**src/rtl/lfsr_encrypt_engine_pkg.sv**
```systemverilog
// -----------------------------------------------------------------------------
// lfsr_encrypt_engine_pkg
//   Shared definitions for the LFSR stream-encryption engine: frame FSM state
//   encoding, frame/padding constants and the per-byte cipher helpers.
//   No ports (package).
// -----------------------------------------------------------------------------
package lfsr_encrypt_engine_pkg;

    localparam int         FRAME_LEN   = 64;
    localparam logic [7:0] ASCII_SPACE = 8'h20;
    localparam int         PRE_MIN     = 10;
    localparam int         PRE_MAX     = 15;

    typedef enum logic [2:0] {
        IDLE,
        PRE,
        MSG,
        POST,
        DONE
    } state_t;

    // Leading-space count is held inside [PRE_MIN, PRE_MAX].
    function automatic logic [3:0] clamp_pre(input logic [3:0] len);
        if (int'(len) < PRE_MIN) begin
            return 4'(PRE_MIN);
        end
        if (int'(len) > PRE_MAX) begin
            return 4'(PRE_MAX);
        end
        return len;
    endfunction

    // Shift printable ASCII down so a space maps to zero, mask with the key
    // stream and prepend an even-parity bit over the 7-bit cipher.
    function automatic logic [7:0] encrypt_byte(input logic [6:0] plain,
                                                 input logic [6:0] key);
        logic [6:0] c;
        c = (plain - ASCII_SPACE[6:0]) ^ key;
        return {^c, c};
    endfunction

endpackage

```
**src/rtl/lfsr_encrypt_engine_lfsr7.sv**
```systemverilog
// -----------------------------------------------------------------------------
// lfsr7
//   7-bit Fibonacci-style LFSR with a runtime tap mask. Shifts left; the new
//   LSB is the XOR of the state bits selected by ptrn.
// Ports:
//   clk      in   system clock
//   init     in   synchronous active-high clear (state -> 0)
//   load     in   load load_val into the state
//   load_val in   [6:0] seed value
//   ptrn     in   [6:0] feedback tap mask
//   adv      in   advance one step
//   state    out  [6:0] current LFSR value
// -----------------------------------------------------------------------------
module lfsr7 (
    input  logic       clk,
    input  logic       init,
    input  logic       load,
    input  logic [6:0] load_val,
    input  logic [6:0] ptrn,
    input  logic       adv,
    output logic [6:0] state
);

    // NOTE: sequential state uses non-blocking assignments so every register
    // samples pre-edge values, independent of statement order.
    always_ff @(posedge clk) begin
        if (init) begin
            state <= '0;
        end else if (load) begin
            state <= load_val;
        end else if (adv) begin
            state <= {state[5:0], ^(state & ptrn)};
        end
    end

endmodule

```
**src/rtl/lfsr_encrypt_engine.sv**
```systemverilog
// -----------------------------------------------------------------------------
// lfsr_encrypt_engine
//   Frames a plaintext ASCII message into FRAME_LEN ciphertext bytes:
//   pre_length leading spaces, the message, then trailing spaces. Each byte is
//   masked with an LFSR key stream and carries even parity in bit 7.
// Ports:
//   clk        in   system clock, rising edge
//   init       in   synchronous active-high reset / frame abort
//   req        in   start pulse, honoured only in IDLE
//   lfsr_ptrn  in   [6:0] LFSR tap mask, latched on req
//   lfsr_init  in   [6:0] LFSR seed (0 means 7'h01), latched on req
//   pre_length in   [3:0] leading-space count (clamped 10..15), latched on req
//   in_data    in   [7:0] plaintext byte
//   in_valid   in   plaintext byte valid
//   in_last    in   final plaintext byte of the message
//   in_ready   out  plaintext byte can be taken this cycle
//   out_data   out  [7:0] ciphertext byte, parity in bit 7
//   out_valid  out  ciphertext byte valid
//   out_ready  in   downstream accepts the ciphertext byte
//   ack        out  one-cycle pulse after the last byte of a frame is accepted
// -----------------------------------------------------------------------------
module lfsr_encrypt_engine
    import lfsr_encrypt_engine_pkg::*;
#(
    parameter int FRAME_LEN = lfsr_encrypt_engine_pkg::FRAME_LEN
) (
    input  logic       clk,
    input  logic       init,
    input  logic       req,
    input  logic [6:0] lfsr_ptrn,
    input  logic [6:0] lfsr_init,
    input  logic [3:0] pre_length,
    input  logic [7:0] in_data,
    input  logic       in_valid,
    input  logic       in_last,
    output logic       in_ready,
    output logic [7:0] out_data,
    output logic       out_valid,
    input  logic       out_ready,
    output logic       ack
);

    localparam int               POS_W    = $clog2(FRAME_LEN + 1);
    localparam logic [POS_W-1:0] LAST_POS = POS_W'(FRAME_LEN - 1);
    // Position counter parks here once every byte of the frame is emitted.
    localparam logic [POS_W-1:0] END_POS  = POS_W'(FRAME_LEN);
    localparam logic [POS_W-1:0] POS_ONE  = POS_W'(1);

    state_t           state;
    logic [6:0]       ptrn_q;
    logic [3:0]       pre_q;
    logic [POS_W-1:0] pos;
    logic [6:0]       key;

    logic             can_load;
    logic             out_accept;
    logic             emit;
    logic             start;
    logic             frame_full;
    logic [6:0]       plain;
    logic [6:0]       seed;
    logic             unused_in_msb;

    // The cipher works on 7-bit ASCII; bit 7 of the plaintext has no effect.
    assign unused_in_msb = in_data[7];

    assign out_accept = out_valid && out_ready;
    assign can_load   = !out_valid || out_ready;
    assign frame_full = (pos == END_POS);
    assign start      = !init && (state == IDLE) && req;
    assign seed       = (lfsr_init == 7'd0) ? 7'h01 : lfsr_init;
    assign plain      = (state == MSG) ? in_data[6:0] : ASCII_SPACE[6:0];

    // Combinational so a byte can be taken in the same cycle the output
    // register drains.
    assign in_ready = !init && (state == MSG) && !frame_full && can_load;

    // NOTE: every signal written in always_comb gets a default first, so no
    // path through the block leaves it unassigned and infers a latch.
    always_comb begin
        emit = 1'b0;
        if (!init && !frame_full) begin
            case (state)
                PRE, POST: emit = can_load;
                MSG:       emit = can_load && in_valid;
                default:   emit = 1'b0;
            endcase
        end
    end

    lfsr7 u_lfsr (
        .clk      (clk),
        .init     (init),
        .load     (start),
        .load_val (seed),
        .ptrn     (ptrn_q),
        .adv      (emit),
        .state    (key)
    );

    // NOTE: the output data register is reset explicitly because its reset
    // value is architecturally visible, not just a don't-care behind valid.
    always_ff @(posedge clk) begin
        if (init) begin
            state     <= IDLE;
            out_valid <= 1'b0;
            out_data  <= 8'h00;
            ack       <= 1'b0;
            pos       <= '0;
            ptrn_q    <= '0;
            pre_q     <= 4'(PRE_MIN);
        end else begin
            ack <= 1'b0;

            // Single output stage: load a new byte, or drain on acceptance.
            if (emit) begin
                out_data  <= encrypt_byte(plain, key);
                out_valid <= 1'b1;
                pos       <= pos + POS_ONE;
            end else if (out_ready) begin
                out_valid <= 1'b0;
            end

            case (state)
                IDLE: begin
                    if (req) begin
                        ptrn_q <= lfsr_ptrn;
                        pre_q  <= clamp_pre(pre_length);
                        pos    <= '0;
                        state  <= PRE;
                    end
                end
                PRE: begin
                    if (emit && pos == POS_W'(pre_q - 4'd1)) begin
                        state <= MSG;
                    end
                end
                MSG: begin
                    // in_last on the final position needs no padding phase;
                    // the frame just drains. Either end condition alone moves
                    // to padding (trailing spaces, or a pure drain).
                    if (emit && (in_last || pos == LAST_POS)
                             && !(in_last && pos == LAST_POS)) begin
                        state <= POST;
                    end
                end
                POST: begin
                end
                DONE: begin
                    state <= IDLE;
                end
                default: begin
                    state <= IDLE;
                end
            endcase

            // Frame ends once the last emitted byte leaves the output stage.
            if ((state inside {PRE, MSG, POST}) && frame_full && out_accept) begin
                state <= DONE;
                ack   <= 1'b1;
            end
        end
    end

endmodule

```
**config.mk**
```make
export PLATFORM = sky130hd
export DESIGN_NAME = lfsr_encrypt_engine
export DESIGN_NICKNAME = d
export VERILOG_FILES = /design/src/rtl/lfsr_encrypt_engine_pkg.sv /design/src/rtl/lfsr_encrypt_engine_lfsr7.sv /design/src/rtl/lfsr_encrypt_engine.sv
export SDC_FILE = /design/constraint.sdc
export NUM_CORES = 1
export LEC_CHECK = 0
export CAP_MARGIN = 20
export CELL_PAD_IN_SITES_DETAIL_PLACEMENT = 0
export CELL_PAD_IN_SITES_GLOBAL_PLACEMENT = 1
export CORE_MARGIN = 1.5
export CORE_UTILIZATION = 50
export DETAILED_ROUTE_END_ITERATION = 8
export DONT_BUFFER_PORTS = 1
export PLACE_DENSITY_LB_ADDON = 0.1
export RECOVER_POWER = 50
export SLEW_MARGIN = 20
export SYNTH_ARGS = -nofsm -noshare
export SYNTH_HDL_FRONTEND = slang
export SYNTH_SLANG_ARGS = --single-unit
```
**constraint.sdc**
```tcl
create_clock -name clk -period 5.2 [get_ports clk]
set_clock_uncertainty 0.05 [all_clocks]
set_input_delay 0.52 -clock clk [delete_from_list [all_inputs] [get_ports clk]]
set_output_delay 0.52 -clock clk [all_outputs]
set_load 0.01 [all_outputs]
```
==> impl_metrics.yaml <==
routing:
  drtIter0Drc: 66
  drcViolationCount: 0
  ant_nets: 0
  first_pass_iters: 4
  wire_per_inst_um: 14.47
  route.vias.total: 1613
  vias_per_cell: 5.601
  wirelength_um: 4168
place:
  gp_congestion: 0.8212
  port-buffer-count: 0
  dp_hpwl_um: 3003
  dp_cells: 281
worst_hold_path:
  min_path_type: "in -> reg"
  min-delay-start: "init"
  min_delay_path_depth: 1
  holdPathEnd: "out_data[3]"
timing:
  finalSetupViolCount: 0
  min_period_ps: 2145
  slew_violations: 0
  slew_headroom_pct: 47.22
  whs_ps: 236.6
  worst_slew_pin_slew_ps: 791.7
  fmax_mhz: 466.3
  rsz0062_at_grt: "no"
  hold_viol_final: 0
  tns_ps: 0
  min_period_over_period_pct: 41.24
worst_setup_path:
  startpoint_type: "register"
  arrival_ps: 2290
  reg2reg_depth: 6
  critPathRequiredTime_ps: 5340
  rr_startpoint: "pos[0]"
  crit_slowest_cell: "and2_2"
  critPathMaxFanout: 27
  worstPathCellList: "inv_1, ha_1, a41oi_4, and2_2, nand2_1, a311oi_1"
  reg2reg_to: "u_lfsr.state[4]"
  cp-end-kind: "register"
  crit_path_max_incr_delay_ps: 600
  r2r_slack_ps: 3060
  path_class: "reg -> reg"
die:
  ios: 43
  core_area_sq_um: 4000
  row_count: 23
  start_util_pct: 52.17
  die_x_um: 67.61
  die-height_um: 67.61
  die_area_sq_um: 4570
global_routing:
  grtUsageTotal_pct: 19.47
  overflow: 0
  antenna_found_initial: 0
  grt_pass1_wl_um: 6644
  grt_pass1_vias: 1443
  grt_start_max_net_pins: 35
clock_tree:
  clockRootBuffer: "clkbuf_8"
  post_cts_buffers: 0
  cts_buffers: 5
  post_cts_resized: 0
  clk_latency_ps: 290
  cts.clk_slew.worst_paths_ps: 80
  cts_buffer_depth: 2
  h-tree-depth: 2
  ctsHoldBuffers: 0
  cts_tree: "yes"
  numClockSinks: 38
yosys:
  ys_top_cells_by_area: "dfxtp_1, nand2_1, xnor2_1, xor2_1, a211oi_2"
  syn_avg_cell_area_sq_um: 8.588
  synth_top_cells_by_count: "nand2_1, dfxtp_1, nor2_1, xnor2_1, xor2_1"
  syn_nets: 278
  syn_inst: 243
  synth_cell_types: 38
  seq_area_frac_synth_pct: 36.45
  synth_top_cell_by_area: "dfxtp_1"
  ys.flop_type: "dfxtp_1"
  synth_top_cell_area_share_pct: 36.45
  mappedNetlistArea_sq_um: 2087
  yosysWarningCount: 0
  ys_ff_latch: 38
  synth_edf_count: 0
  synth-async-reset-ratio_pct: 0
  yosys.cell_count.top_type: "nand2_1"
layout:
  area_growth_syn_to_layout_pct: 2.998
  final_nets: 273
  stdcell_count: 288
  num_antenna_cells: 0
  post-route-util_pct: 53.74
  drive_above_1_share_pct: 9.244
pwr:
  p_leak_nw: 0.7382
  power.density_nw_per_um2: 275.1
  worst_ir_drop_vdd_mv: 0.1531
flow_run:
  cap_viol_max_count: 0
status:
  status: "completed"
==> flip-flops by register name (all words and copies together) (netlist names) <==
signal / count
out_data: 8
u_lfsr.state: 7
pre_q: 4
state: 3
ack: 1
pos: 7
ptrn_q: 7
out_valid: 1
==> critical path: cells and delay by family (launching register included) <==
kind / cells / cell delay [ps]
buf+inv: 1 / 80
flops: 1 / 410
compound gates: 2 / 550
fa+ha+maj: 1 / 250
simple gates: 2 / 710
==> how the worst max path moves through the flow <==
stage	startpoint	to	cells past startpoint
6_report	pos[0]	u_lfsr.state[4]	6
5_1_grt	pos[0]	u_lfsr.state[4]	6
4_1_cts	pos[0]	u_lfsr.state[3]	6
3_5_place_dp	pos[0]	u_lfsr.state[3]	6
3_3_place_gp	pos[0]	state[0]	6
2_1_floorplan	init	in_ready	3
==> cells by family after synthesis <==
group                    share of synthesized area (%)
XOR/XNOR                                         17.09
AND/OR/NAND/NOR                                  24.70
buffers and inverters                            4.616
flip-flops                                       36.45
adder cells (fa/ha/maj)                          1.799
AO/OA/AOI/OAI                                    15.35
==> placed cells by master (no fill, tap or decap) <==
| cell | synthesis | routed |
|---|---|---|
| nand3_1 | 6 | 6 |
| o211ai_1 | 1 | 1 |
| nand2_1 | 48 | 48 |
| nor2_2 | 2 | 2 |
| and3b_1 | 1 | 1 |
| nor2b_1 | 2 | 2 |
| a21oi_1 | 13 | 13 |
| ha_1 | 3 | 3 |
| inv_1 | 4 | 4 |
| nor4_1 | 2 | 2 |
| nand4_1 | 3 | 3 |
| and2_1 | 2 | 1 |
| clkbuf_1 | 5 | 3 |
| dfxtp_1 | 38 | 38 |
| nand2b_1 | 2 | 2 |
| and3_1 | 2 | 2 |
| and4b_1 | 1 | 1 |
| xnor2_1 | 17 | 17 |
| nand4b_1 | 1 | 1 |
| xnor3_1 | 3 | 3 |
| a311oi_2 | 1 | 1 |
| o2111ai_1 | 1 | 1 |
| clkbuf_8 | 0 | 5 |
| a311oi_1 | 7 | 7 |
| o21ai_0 | 1 | 1 |
| nor3_2 | 1 | 1 |
| nor2_1 | 29 | 29 |
| nand3_2 | 1 | 1 |
| o21bai_1 | 1 | 1 |
| a211oi_2 | 9 | 9 |
| xor2_1 | 16 | 16 |
| or4_1 | 1 | 1 |
| a41oi_4 | 1 | 1 |
| o21ba_2 | 1 | 1 |
| and2_2 | 0 | 1 |
| nor3_1 | 7 | 7 |
| or3_1 | 2 | 2 |
==> layer usage <==
metal / routed length (um) / track usage [%] / vias up
met3: 264 / 5.167 / 5
met2: 1846 / 30.15 / 48
met4: 36 / 5.612 / 0
met5: 0 / 0 / -
li1: - / - / 816
met1: 2021 / 26.48 / 744
==> through the flow <==
| stage | power (mW) | worst slack, ps | instance area (sq um) |
|---|---|---|---|
| 3_3_place_gp | 0.4052 | 2758 | 2076 |
| 3_5_place_dp | 0.4077 | 2681 | 2076 |
| 4_1_cts | 0.5997 | 2688 | 2152 |
| 5_1_grt | 0.6232 | 2846 | 2150 |
| 6_report | 0.5913 | 3055 | 2150 |
| 2_1_floorplan | 0.4007 | 3410 | 2087 |
==> power breakdown <==
group          switching [mW]  leakage, nW  internal (mW)  total [mW]
logic                  0.0390        0.389         0.0386      0.0776
registers              0.0171        0.311          0.305       0.322
clock network          0.0991       0.0383         0.0924       0.191
==> cell type report <==
type,instances,area [sq um]
Timing Repair Buffer,1,3.754
Clock buffer,7,76.32
Inverter,4,15.01
Fill cell,389,1851
Tap cell,50,62.56
Multi-Input combinational cell,188,1231
Sequential cell,38,760.7
(Power assumes the default switching activity.)
